$ cat src/rtl/ux607_tlarb_qspi.sv
// ---------------------------------------------------------------------------
// ux607_tlarb_qspi
// Two-requester TileLink-UL (A/D channels only) arbiter that shares the single
// 32-bit QSPI flash/register port between the instruction-fetch and data-bus
// masters. It sits in front of ux607_tlwidthwidget_qspi.
//
//   A channel : round-robin grant. The grant is held for every beat of a
//               multi-beat Put burst.
//   D channel : responses are steered back in issue order. A small ID FIFO
//               records which requester owns each outstanding request.
//   Both data paths are combinational pass-through. Only the control state
//   (lock, counters, pointer, FIFO) is registered.
//
// Ports
//   clock, reset                 sole clock, synchronous active-high reset
//   io_in_<n>_a_*   (n = 0,1)    requester A channel (valid/ready + bits)
//   io_in_<n>_d_*   (n = 0,1)    requester D channel (valid/ready + bits)
//   io_out_a_*                   shared A channel toward the width widget
//   io_out_d_*                   shared D channel from the width widget
//
// Configuration macro
//   UX607_QSPI_ARB_FIXPRIO_EN    when defined, req0 always wins a contended
//                                cycle and the round-robin pointer is removed
// ---------------------------------------------------------------------------
module ux607_tlarb_qspi #(
  parameter int DEPTH = 2,   // max outstanding requests, power of 2, >= 1
  parameter int MAXSZ = 5    // largest legal size (log2 bytes)
) (
  input  logic        clock,
  input  logic        reset,
  // requester 0
  input  logic        io_in_0_a_valid,
  output logic        io_in_0_a_ready,
  input  logic [2:0]  io_in_0_a_bits_opcode,
  input  logic [2:0]  io_in_0_a_bits_param,
  input  logic [2:0]  io_in_0_a_bits_size,
  input  logic [1:0]  io_in_0_a_bits_source,
  input  logic [29:0] io_in_0_a_bits_address,
  input  logic [3:0]  io_in_0_a_bits_mask,
  input  logic [31:0] io_in_0_a_bits_data,
  output logic        io_in_0_d_valid,
  input  logic        io_in_0_d_ready,
  output logic [2:0]  io_in_0_d_bits_opcode,
  output logic [1:0]  io_in_0_d_bits_param,
  output logic [2:0]  io_in_0_d_bits_size,
  output logic [1:0]  io_in_0_d_bits_source,
  output logic        io_in_0_d_bits_sink,
  output logic [1:0]  io_in_0_d_bits_addr_lo,
  output logic [31:0] io_in_0_d_bits_data,
  output logic        io_in_0_d_bits_error,
  // requester 1
  input  logic        io_in_1_a_valid,
  output logic        io_in_1_a_ready,
  input  logic [2:0]  io_in_1_a_bits_opcode,
  input  logic [2:0]  io_in_1_a_bits_param,
  input  logic [2:0]  io_in_1_a_bits_size,
  input  logic [1:0]  io_in_1_a_bits_source,
  input  logic [29:0] io_in_1_a_bits_address,
  input  logic [3:0]  io_in_1_a_bits_mask,
  input  logic [31:0] io_in_1_a_bits_data,
  output logic        io_in_1_d_valid,
  input  logic        io_in_1_d_ready,
  output logic [2:0]  io_in_1_d_bits_opcode,
  output logic [1:0]  io_in_1_d_bits_param,
  output logic [2:0]  io_in_1_d_bits_size,
  output logic [1:0]  io_in_1_d_bits_source,
  output logic        io_in_1_d_bits_sink,
  output logic [1:0]  io_in_1_d_bits_addr_lo,
  output logic [31:0] io_in_1_d_bits_data,
  output logic        io_in_1_d_bits_error,
  // shared port toward the width widget
  output logic        io_out_a_valid,
  input  logic        io_out_a_ready,
  output logic [2:0]  io_out_a_bits_opcode,
  output logic [2:0]  io_out_a_bits_param,
  output logic [2:0]  io_out_a_bits_size,
  output logic [1:0]  io_out_a_bits_source,
  output logic [29:0] io_out_a_bits_address,
  output logic [3:0]  io_out_a_bits_mask,
  output logic [31:0] io_out_a_bits_data,
  input  logic        io_out_d_valid,
  output logic        io_out_d_ready,
  input  logic [2:0]  io_out_d_bits_opcode,
  input  logic [1:0]  io_out_d_bits_param,
  input  logic [2:0]  io_out_d_bits_size,
  input  logic [1:0]  io_out_d_bits_source,
  input  logic        io_out_d_bits_sink,
  input  logic [1:0]  io_out_d_bits_addr_lo,
  input  logic [31:0] io_out_d_bits_data,
  input  logic        io_out_d_bits_error
);

  localparam int CW = (MAXSZ > 2) ? MAXSZ - 2 : 1;      // beat index width
  localparam int PW = (DEPTH > 1) ? $clog2(DEPTH) : 1;  // FIFO pointer width
  localparam int NW = $clog2(DEPTH) + 1;                // FIFO occupancy width

  // Index of the last beat: 2^(size-2)-1 for multi-beat messages, else 0.
  function automatic logic [CW-1:0] last_idx(input logic multi, input logic [2:0] size);
    logic [7:0] n;
    n = 8'd0;
    if (multi && size > 3'd2) n = (8'd1 << (size - 3'd2)) - 8'd1;
    return n[CW-1:0];
  endfunction

  function automatic logic [PW-1:0] ptr_inc(input logic [PW-1:0] p);
    return (p == PW'(DEPTH - 1)) ? '0 : p + 1'b1;
  endfunction

  logic          lock_q, gnt_q;
  logic [CW-1:0] a_cnt_q, d_cnt_q;
  logic [PW-1:0] wr_ptr_q, rd_ptr_q;
  logic [NW-1:0] count_q;
  logic          fifo_q [DEPTH];

  logic g, pick, vg, first_beat, fifo_full, fifo_empty, a_gate, a_fire, a_last;
  logic push, head, d_ok, d_fire, d_last, pop;

`ifdef UX607_QSPI_ARB_FIXPRIO_EN
  // req0 wins whenever both are valid.
  assign pick = ~io_in_0_a_valid & io_in_1_a_valid;
`else
  logic ptr_q;
  assign pick = (io_in_0_a_valid & io_in_1_a_valid) ? ptr_q : io_in_1_a_valid;
`endif

  always_comb begin
    // NOTE: every always_comb output is assigned first so no path leaves it
    // holding its old value; a missing default here would infer a latch.
    g          = lock_q ? gnt_q : pick;
    vg         = g ? io_in_1_a_valid : io_in_0_a_valid;
    first_beat = ~lock_q;
    fifo_full  = (count_q == NW'(DEPTH));
    fifo_empty = (count_q == '0);
    // A full FIFO only blocks the start of a new message, never a burst tail.
    a_gate     = ~reset & ~(first_beat & fifo_full);
    a_fire     = vg & a_gate & io_out_a_ready;
    a_last     = (a_cnt_q == last_idx(io_out_a_bits_opcode inside {3'd0, 3'd1},
                                      io_out_a_bits_size));
    push       = a_fire & first_beat;
    head       = fifo_q[rd_ptr_q];
    d_ok       = ~reset & ~fifo_empty;
    d_fire     = io_out_d_valid & io_out_d_ready;
    d_last     = (d_cnt_q == last_idx(io_out_d_bits_opcode == 3'd1, io_out_d_bits_size));
    pop        = d_fire & d_last;
  end

  // A channel: grant mux, valid/ready steering.
  assign io_out_a_valid        = vg & a_gate;
  assign io_in_0_a_ready       = a_gate & io_out_a_ready & ~g;
  assign io_in_1_a_ready       = a_gate & io_out_a_ready &  g;
  assign io_out_a_bits_opcode  = g ? io_in_1_a_bits_opcode  : io_in_0_a_bits_opcode;
  assign io_out_a_bits_param   = g ? io_in_1_a_bits_param   : io_in_0_a_bits_param;
  assign io_out_a_bits_size    = g ? io_in_1_a_bits_size    : io_in_0_a_bits_size;
  assign io_out_a_bits_source  = g ? io_in_1_a_bits_source  : io_in_0_a_bits_source;
  assign io_out_a_bits_address = g ? io_in_1_a_bits_address : io_in_0_a_bits_address;
  assign io_out_a_bits_mask    = g ? io_in_1_a_bits_mask    : io_in_0_a_bits_mask;
  assign io_out_a_bits_data    = g ? io_in_1_a_bits_data    : io_in_0_a_bits_data;

  // D channel: only valid/ready are steered by the FIFO head. A response
  // arriving with nothing outstanding is never accepted (ready stays low).
  assign io_in_0_d_valid = d_ok & io_out_d_valid & ~head;
  assign io_in_1_d_valid = d_ok & io_out_d_valid &  head;
  assign io_out_d_ready  = d_ok & (head ? io_in_1_d_ready : io_in_0_d_ready);

  assign io_in_0_d_bits_opcode  = io_out_d_bits_opcode;
  assign io_in_0_d_bits_param   = io_out_d_bits_param;
  assign io_in_0_d_bits_size    = io_out_d_bits_size;
  assign io_in_0_d_bits_source  = io_out_d_bits_source;
  assign io_in_0_d_bits_sink    = io_out_d_bits_sink;
  assign io_in_0_d_bits_addr_lo = io_out_d_bits_addr_lo;
  assign io_in_0_d_bits_data    = io_out_d_bits_data;
  assign io_in_0_d_bits_error   = io_out_d_bits_error;
  assign io_in_1_d_bits_opcode  = io_out_d_bits_opcode;
  assign io_in_1_d_bits_param   = io_out_d_bits_param;
  assign io_in_1_d_bits_size    = io_out_d_bits_size;
  assign io_in_1_d_bits_source  = io_out_d_bits_source;
  assign io_in_1_d_bits_sink    = io_out_d_bits_sink;
  assign io_in_1_d_bits_addr_lo = io_out_d_bits_addr_lo;
  assign io_in_1_d_bits_data    = io_out_d_bits_data;
  assign io_in_1_d_bits_error   = io_out_d_bits_error;

  // NOTE: registers are written with <= so every block samples the values
  // from before the edge; blocking = here would create ordering races.
  always_ff @(posedge clock) begin
    if (reset) begin
      lock_q   <= 1'b0;
      gnt_q    <= 1'b0;
      a_cnt_q  <= '0;
      d_cnt_q  <= '0;
      wr_ptr_q <= '0;
      rd_ptr_q <= '0;
      count_q  <= '0;
    end else begin
      if (a_fire) begin
        if (a_last) begin
          lock_q  <= 1'b0;
          a_cnt_q <= '0;
        end else begin
          lock_q  <= 1'b1;
          gnt_q   <= g;
          a_cnt_q <= a_cnt_q + 1'b1;
        end
      end
      if (d_fire) d_cnt_q <= d_last ? '0 : d_cnt_q + 1'b1;
      if (push) wr_ptr_q <= ptr_inc(wr_ptr_q);
      if (pop)  rd_ptr_q <= ptr_inc(rd_ptr_q);
      case ({push, pop})
        2'b10:   count_q <= count_q + 1'b1;
        2'b01:   count_q <= count_q - 1'b1;
        default: count_q <= count_q;
      endcase
    end
  end

`ifndef UX607_QSPI_ARB_FIXPRIO_EN
  // The finishing requester yields priority once its message is fully sent.
  always_ff @(posedge clock) begin
    if (reset)                ptr_q <= 1'b0;
    else if (a_fire && a_last) ptr_q <= ~g;
  end
`endif

  // NOTE: FIFO storage has no reset; an entry is only read while count_q
  // says it is valid, so clearing the pointers is enough.
  always_ff @(posedge clock) begin
    if (push) fifo_q[wr_ptr_q] <= g;
  end

endmodule
$ cat config.mk
export PLATFORM = sky130hd
export DESIGN_NAME = ux607_tlarb_qspi
export DESIGN_NICKNAME = d
export VERILOG_FILES = /design/src/rtl/ux607_tlarb_qspi.sv
export SDC_FILE = /design/constraint.sdc
export NUM_CORES = 1
export LEC_CHECK = 0
export CAP_MARGIN = 20
export CORE_AREA = 2 2 148 150
export DETAILED_ROUTE_END_ITERATION = 7
export DIE_AREA = 0 0 150 152
export PLACE_DENSITY = 0.56
export RECOVER_POWER = 100
export SYNTH_ARGS = -nofsm -noshare
export SYNTH_HDL_FRONTEND = slang
export SYNTH_SLANG_ARGS = --single-unit
$ cat constraint.sdc
create_clock -name clock -period 7.3 [get_ports clock]
set_input_delay 1.46 -clock clock [delete_from_list [all_inputs] [get_ports clock]]
set_output_delay 1.46 -clock clock [all_outputs]
set_load 0.03 [all_outputs]
== Word level (Yosys, flattened, before mapping) ==
Memory sizes are Yosys's and may differ from the RTL's. A register that Yosys moved wholly into a read port is not among the register bits.
Cells that the tools add are included.
Word-level totals
  bits in registers: 13
  latch bits: 0
  RAM bits: 2
  bits in read-only memories: 0
  word-level logic and storage cells: 84
  memories: 1
Memories
  fifo_q: words 2, width 1, rd ports 1, clocked after memory_dff 1, write ports 1, line 113  | logic fifo_q [DEPTH];
Operators by class
  $add $sub $neg: 10
  $mul: 0
  divide/modulo/power cells: 0
  magnitude comparators: 2
  equal/unequal tests: 7
  shift operators: 2
  muxes and demuxes: 23
  bitwise gates (word level): 23
  reduce and logical (&&, ||, !) cells: 8
Operator list (count)
  2-to-1 mux 32 bit: 1
  2-to-1 mux 30 bit: 1
  2-to-1 mux 3 bit: 7
  bitwise AND 1 bit: 16
  2-to-1 mux 1 bit: 11
  NOT 1 bit: 7
  adder 3 x 1 -> 3 bit (second input constant): 2
  == test 3 x 1 -> 1 bit (second input constant): 2
  == test 3 bit: 2
  > comparator 3 x 2 -> 1 bit (second input constant): 2
  << shifter 1 x 3 -> 3 bit (first input constant): 2
  subtractor 3 x 1 -> 3 bit (second input constant): 2
  subtractor 3 x 2 -> 3 bit (second input constant): 2
  == test 2 bit (second input constant): 2
  2-to-1 mux 4 bit: 1
  case mux 2 bit (2 select lines): 1
  nonzero test 2 bit: 2
  logical AND 1 bit: 3
  zero test 3 bit: 1
  adder 1 bit (second input constant): 2
  adder 2 x 1 -> 2 bit (second input constant): 1
  == test 2 x 1 -> 1 bit (second input constant): 1
  zero test 2 bit: 1
  2-to-1 mux 2 bit: 1
  other kinds (2): 2

== Depth between registers and ports, before layout ==
Gate-level depths: netlist of run 1.
  depth in word-level cells: 11
  depth in mapped cells: 14
  depth with buffers taken out: 14

== Worst setup path before layout of run 1 ==
Ideal clock, no wire load.
  path kind: input -> register
  start: input port io_in_0_a_valid
  end: register gnt_q
  library setup time: 122 ps
  data arrival time: 4354 ps
  data required time: 7178 ps
  path slack: 2825 ps
  cell stages on the path: 12
  buffers on the path: 2
  path through: and2b_1 > o21ai_4 > clkbuf_1 > clkbuf_1 > mux2i_1 > ha_1 > nor3b_1 > mux2i_1 > xor2_1 > mux2i_1 > a21oi_2 > o311a_1
On the way
  cells in the longest elaborated chain, start to end: 11
RTL lines
  start, declared: line 32  | input logic io_in_0_a_valid,
  bitwise AND 1 bit (*): line 123  | assign pick = (io_in_0_a_valid & io_in_1_a_valid) ? ptr_q : io_in_1_a_valid;
  2-to-1 mux 1 bit (*): line 123
  2-to-1 mux 1 bit (*): line 129  | g = lock_q ? gnt_q : pick;
  net g: line 115  | logic g, pick, vg, first_beat, fifo_full, fifo_empty, a_gate, a_fire, a_last;
  2-to-1 mux 3 bit (on tied branches): line 153, 151
  subtractor 3 x 2 -> 3 bit (tied with other cells): line 101  | if (multi && size > 3'd2) n = (8'd1 << (size - 3'd2)) - 8'd1;
  << shifter 1 x 3 -> 3 bit / nonzero test 2 bit (equally long branches): line 101, 137
  subtractor 3 x 1 -> 3 bit / logical AND 1 bit (equally long branches): line 101
  2-to-1 mux 3 bit: line 101
  == test 3 bit: line 137  | a_last = (a_cnt_q == last_idx(io_out_a_bits_opcode inside {3'd0, 3'd1},
  NOT 1 bit (no source line)
  AND reduction 2 bit (no source line)
  end signal, assigned: line 200  | gnt_q <= g;
  end, declared: line 109  | logic lock_q, gnt_q;
The timed path passes the listed nets; every way through them passes the cells marked *.
A chain may end at the register's enable or synchronous reset.

== Final worst setup path of run 1 ==
  start: input port io_in_1_a_valid
  end: output port io_out_a_bits_data[16]
On the way
  cells in the longest elaborated chain, start to end: 4
RTL lines
  start, declared: line 52  | input logic io_in_1_a_valid,
  bitwise AND 1 bit: line 123
  2-to-1 mux 1 bit (*): line 123
  2-to-1 mux 1 bit (*): line 129
  2-to-1 mux 32 bit (*): line 157  | assign io_out_a_bits_data = g ? io_in_1_a_bits_data : io_in_0_a_bits_data;
  end, declared: line 80  | output logic [31:0] io_out_a_bits_data,
Mark *: on every way between the ends. The rest lies on a longest branch, timed or not.

==> run metrics, run 1 <==
post_cts resized 0; CTS tree built; grt total ovfl 0; Core Util, Final 23.8%; Tot GR Track Use 9.82%; largest net degree at the start of global routing 86; Layout area overhead 84.3%; mapped cell area 2760 um2; die width 150 um; Syn. warnings 0; Synth Instances 320; cts bufs inserted 3; RSZ-0062 raised after global routing false; Post-DRT Antenna Nets 0; crit-path max FO 85; top-count cell post-synth buf_4; mux cell area share after synthesis 34.7%; initial core utilization 12.9%; most common library cells after synthesis buf_4, mux2_2, nor2_1; max_cap viols 0; worst rel slew slack 47.2%; WS Path Type in2out; Root Buffer clkbuf_16; number of global-route vias before repair 2830; Hold Path Class reg2reg; count of cell types in the netlist 41; syn_nets 535; clk sinks 16; CTS Hold Bufs 0; initial antenna violation count 0; Startpoint Class input pin; H-tree Lvls 1; Net count, final 700; main combinational cell family by area after synthesis multiplexers; Simple-Gate Fraction of Synth Area 11.9%; Final period util 80.2%; Final Skew 0.000669 ns; Reg2Reg Depth 12; share of the synthesized area in the top cell type 31.4%; Post-synth EDFFs 2; Worst Setup SP io_in_1_a_valid; I/O Buffers 262; Tmin final 5.85 ns; max frequency 171 MHz; Clock Latency Late Sink 0.24 ns; share of cells above drive strength 1 17.1%; DR WL/cell 15.2 um; drt total wl 11.6 mm; Initial DRT Pass Iterations 4; post-synthesis xor/xnor area fraction 3.76%; non-filler cells in the finished layout 764; Initial DRC Count 79; worst hold slack 0.514 ns; leakage power 1.84 nW; Die Y 152 um; cell total after placement 760; first-pass GRT wire length 17.3 mm; CP endpoint kind output pin; complex-gate fraction of the synthesized area 6.67%; clock slew at reported path FFs 0.05 ns; ys async rst share 0%; DP Wirelength 10.3 mm; Worst EP arrival 4.39 ns; crit path capture io_out_a_bits_data[16]; VDD IR max 0.0517 mV; R2R Setup Slk 3.06 ns; status finished, final reports clean; Die ar. 22800 um2; GP Congestion 0.756; worst-margin pin slew 0.784 ns; ys flop type dfxtp_1; via count 2811; # diodes 0; synthesized-area fraction occupied by adder cells 3.17%; Slew Limit Fails 0; Site Rows 54; Final Power 0.000633 W; Avg Vias per Cell 3.68; num ports 383; final setup vio count 0; Synth area leader mux2_2; core area 21400 um2; reg2reg end gnt_q; Final Hold Violating Endpoints 0; clock buffer depth 2; main area contributors after synthesis mux2_2, buf_4, dfxtp_1; PD cells 125 nW/um2; synthesized flop and latch total 16; total negative slack 0 ns; CP required 5.84 ns; fillers 2391; r2r startpoint lock_q; post-synthesis sequential area ratio 12.3%; # Post-CTS Setup Buffers 0; Mean Syn Cell Area 8.62 um2; DR DRC count 0
per-stage QoR:
stage | area (um2) | setup slack [ns]
after floorplan | 2760 | 2.82
after global placement | 5020 | 1.92
after detailed placement | 5020 | 1.95
after CTS | 5100 | 1.95
after global routing | 5080 | 1.29
final | 5080 | 1.45
per-layer routing:
layer | routed length, um | up-vias | track usage [%] | part of all wire (%)
met3 | 1370 | 9 | 4.11 | 12
met4 | 77 | 0 | 1.66 | 0.66
met1 | 4530 | 1239 | 11.7 | 39
met5 | 0 | - | 0 | 0
met2 | 5660 | 208 | 16.7 | 49
li1 | - | 1355 | - | -
cell usage in the layout, fill, tap and decap left out, types with 2 or more instances in the layout:
| cell | Yosys | routed |
|---|---|---|
| nor2_1 | 23 | 23 |
| clkdlybuf4s50_1 | 0 | 164 |
| dfxtp_1 | 14 | 14 |
| ha_1 | 7 | 7 |
| or3_1 | 3 | 3 |
| nand3_1 | 7 | 7 |
| clkbuf_16 | 0 | 3 |
| mux2_2 | 77 | 76 |
| o21ai_0 | 9 | 10 |
| nand2b_1 | 3 | 3 |
| xor2_1 | 5 | 5 |
| edfxtp_1 | 2 | 2 |
| dlygate4sd3_1 | 0 | 98 |
| mux2i_1 | 9 | 9 |
| a211oi_1 | 2 | 2 |
| o31ai_1 | 2 | 2 |
| a21oi_1 | 3 | 4 |
| inv_1 | 7 | 7 |
| and3_1 | 3 | 3 |
| xnor2_1 | 5 | 5 |
| nor3b_1 | 3 | 3 |
| nor3_1 | 4 | 4 |
| nand2_1 | 10 | 10 |
power breakdown:
group / internal, W / switching (W)
Clock: 0.0000727 / 0.0000342
Combinational: 0.000214 / 0.000213
Sequential: 0.0000945 / 0.00000456
cell families (layout without fill, tap and decap cells):
| kind of cell | Yosys count | count (layout) |
|---|---|---|
| AO/OA/AOI/OAI | 25 | 25 |
| XOR/XNOR | 11 | 11 |
| adder cells (fa/ha/maj) | 7 | 7 |
| buffers and inverters | 110 | 274 |
| flip-flops | 16 | 16 |
| multiplexers | 86 | 86 |
| AND/OR/NAND/NOR | 65 | 65 |
critical path, stage by stage:
cell	delay (ns)
dlygate4sd3_1	0.60
nand2b_2	0.06
o21ai_0	0.62
buf_12	0.44
mux2_2	0.40
dlygate4sd3_1	0.72
sequential cells by signal, indices dropped and copies added (netlist names), named ones only:
name      count
a_cnt_q       3
count_q       2
d_cnt_q       3
fifo_q        2
gnt_q         1
lock_q        1
ptr_q         1
rd_ptr_q      1
wr_ptr_q      1
worst min-delay path by stage:
stage	start	endpoint	slack [ns]	cells after the start
after floorplan	count_q[1]	count_q[1]	0.47	2
after global placement	count_q[1]	count_q[1]	0.49	2
after detailed placement	rd_ptr_q	rd_ptr_q	0.51	2
after CTS	count_q[1]	count_q[1]	0.52	2
after global routing	wr_ptr_q	fifo_q[0]	0.54	1
final	count_q[1]	count_q[1]	0.51	2
cell type report:
cell class	instances	area [um2]	area share (%)
well taps	280	350	6.89
inverters	7	26.3	0.517
multi-input cells	194	1650	32.4
flip-flops and latches	16	340	6.69
clock inverters	1	3.75	0.0738
clock buffers	3	75.1	1.48
repair buffers	263	2640	52.0
Note: power is estimated with default switching activity, not from simulation.
==> inputs of run 2 (changes only) <==
Settings changed: CORE_AREA 2 2 148 150 to 2 2 151 153, DIE_AREA 0 0 150 152 to 0 0 153 155.
Clock period 7.3 ns to 4.8 ns, I/O delays scaled along.
==> run 2 against run 1 <==
Compared with the run above:
- critical path depth unchanged
- via count decreased by 2.0%
- register-to-register slack got worse by 1.5 ns
- sequential power increased by 52%
- critical endpoint is now io_out_a_bits_address[27]
- largest cell class unchanged
- largest power group unchanged
==> run metrics, run 2 (synthesized netlist as in run 1, its figures left out) <==
core area 22200 um2 (+4.1%); most frequent cells in the layout clkdlybuf4s50_1, dlygate4sd3_1, mux2_2; initial core utilization 12.4% (-0.51 points); first-pass GRT wire length 16.8 mm (-3.2%); initial antenna violation count 0 (unchanged); GP Congestion 0.754 (-0.30%); post_cts resized 0 (unchanged); Final Power 0.000985 W (+56%); clock slew at reported path FFs 0.05 ns (about the same); crit-path cells dlygate4sd3_1 > and2b_1 > o21ai_4 > buf_12 > mux2_2 > dlygate4sd3_1; critical path's most frequent cell dlygate4sd3_1; Reg2Reg Depth 11 (-1); share of cells above drive strength 1 17.7% (+0.58 points); Post-DRT Antenna Nets 0 (unchanged); r2r startpoint lock_q; Startpoint Class input pin; Initial DRT Pass Iterations 4 (unchanged); Final period util 93.1%; Max stage delay on crit path 0.73 ns (about the same); cell total after placement 766 (+0.79%); number of global-route vias before repair 2762 (-2.4%); WS Path Type in2out; clk sinks 16 (unchanged); worst rel slew slack 60.8% (+14 points); largest registers a_cnt_q (3), d_cnt_q (3); # Post-CTS Setup Buffers 0 (unchanged); Critical-path top delay cell dlygate4sd3_1; Final Skew 0.00206 ns (+0.00139 ns); CTS Hold Bufs 0 (unchanged); non-filler cells in the finished layout 771 (+0.92%); DR WL/cell 15.0 um (-1.3%); max_cap viols 0 (unchanged); crit-path max FO 48 (-44%); Worst EP arrival 3.51 ns (-0.88 ns); reg2reg end gnt_q; Root Buffer clkbuf_16; Core Util, Final 23.1% (-0.71 points); num ports 383 (unchanged); worst setup margin 0.333 ns (-1.11 ns); commonest non-fill, non-tap cell in the layout clkdlybuf4s50_1; final setup vio count 0 (unchanged); largest net degree at the start of global routing 49 (-43%); Avg Vias per Cell 3.57 (-2.8%); Final Hold Violating Endpoints 0 (unchanged); DR DRC count 0 (unchanged); H-tree Lvls 1 (unchanged); Hold Path Class reg2reg; status finished, final reports clean; leakage power 1.86 nW (+0.93%); Layout area overhead 86.1%; drt total wl 11.6 mm (-0.42%); cts bufs inserted 3 (unchanged); RSZ-0062 raised after global routing false; CP endpoint kind output pin; PD cells 192 nW/um2 (+54%); total negative slack 0 ns (unchanged); Die Y 155 um (+2.0%); CP required 3.84 ns (-2.00 ns); Die ar. 23700 um2 (+4.0%); die width 153 um (+2.0%); clock buffer depth 2 (unchanged); Tot GR Track Use 9.09% (-0.73 points); I/O Buffers 262 (unchanged); Net count, final 701 (+0.14%); Tmin final 4.47 ns; VDD IR max 0.107 mV (+110%); hold path start rd_ptr_q; worst-margin pin slew 0.583 ns (-0.201 ns); hold path cells 2 (unchanged); max frequency 224 MHz; CTS tree built; DP Wirelength 10.2 mm (-0.59%); grt total ovfl 0 (unchanged); Initial DRC Count 43 (-46%); R2R Setup Slk 1.59 ns (-1.47 ns); via count 2756 (-2.0%); Setup WS pre-CTS 0.494 ns (-1.46 ns); Slew Limit Fails 0 (unchanged); Clock Latency Late Sink 0.24 ns (about the same); Site Rows 55 (+1.9%)
-- run 2: area by class of cell --
class / count / area (um2)
Antenna cell: 1 / 2.50
Clock buffer: 4 / 88.8
Fill cell: 2437 / 17100
Inverter: 7 / 26.3
Multi-Input combinational cell: 194 / 1660
Sequential cell: 16 / 340
Tap cell: 285 / 357
Timing Repair Buffer: 264 / 2660
-- run 2: how the worst max path moves through the flow --
stage,end,start,slack (ns)
floorplan,gnt_q,io_in_0_a_valid,0.82
global placement,io_out_a_bits_address[27],io_in_0_a_valid,0.52
detailed placement,io_out_a_bits_address[27],io_in_0_a_valid,0.49
CTS,io_out_a_bits_address[27],io_in_0_a_valid,0.49
global route,io_out_a_bits_address[27],io_in_0_a_valid,0.24
finish,io_out_a_bits_address[27],io_in_0_a_valid,0.33
-- run 2: worst max-delay path, delay by kind of cell --
kind | cells | cell delay (ns)
simple gates | 1 | 0.20
compound gates | 1 | 0.30
mux | 1 | 0.40
buf+inv | 3 | 1.63
-- run 2: routing by layer --
metal  vias up  global-route usage (%)  share of wire [%]
met5         -                       0                  0
met4         0                   0.794               0.38
met3         9                    4.87                 12
met2       184                    15.2                 47
met1      1207                    10.7                 40
li1       1356                       -                  -
-- run 2: through the flow --
step / instance area (um2) / hold WS, ns
floorplan: 2760 / 0.472
global route: 5130 / 0.536
finish: 5130 / 0.506
detailed placement: 5050 / 0.498
CTS: 5130 / 0.511
global placement: 5050 / 0.493
-- run 2: report_power, final --
group          total (W)  internal [W]  leakage [nW]  switching (W)
logic           0.000654      0.000330          1.68       0.000324
registers       0.000151      0.000144         0.132     0.00000759
clock network   0.000180      0.000127        0.0442      0.0000530
==> inputs of run 3 (changes only) <==
Settings changed: CTS_CLUSTER_DIAMETER from default to 30.
==> results of run 3 <==
No change in the layout: final DEF, timing and power equal those of run 2.
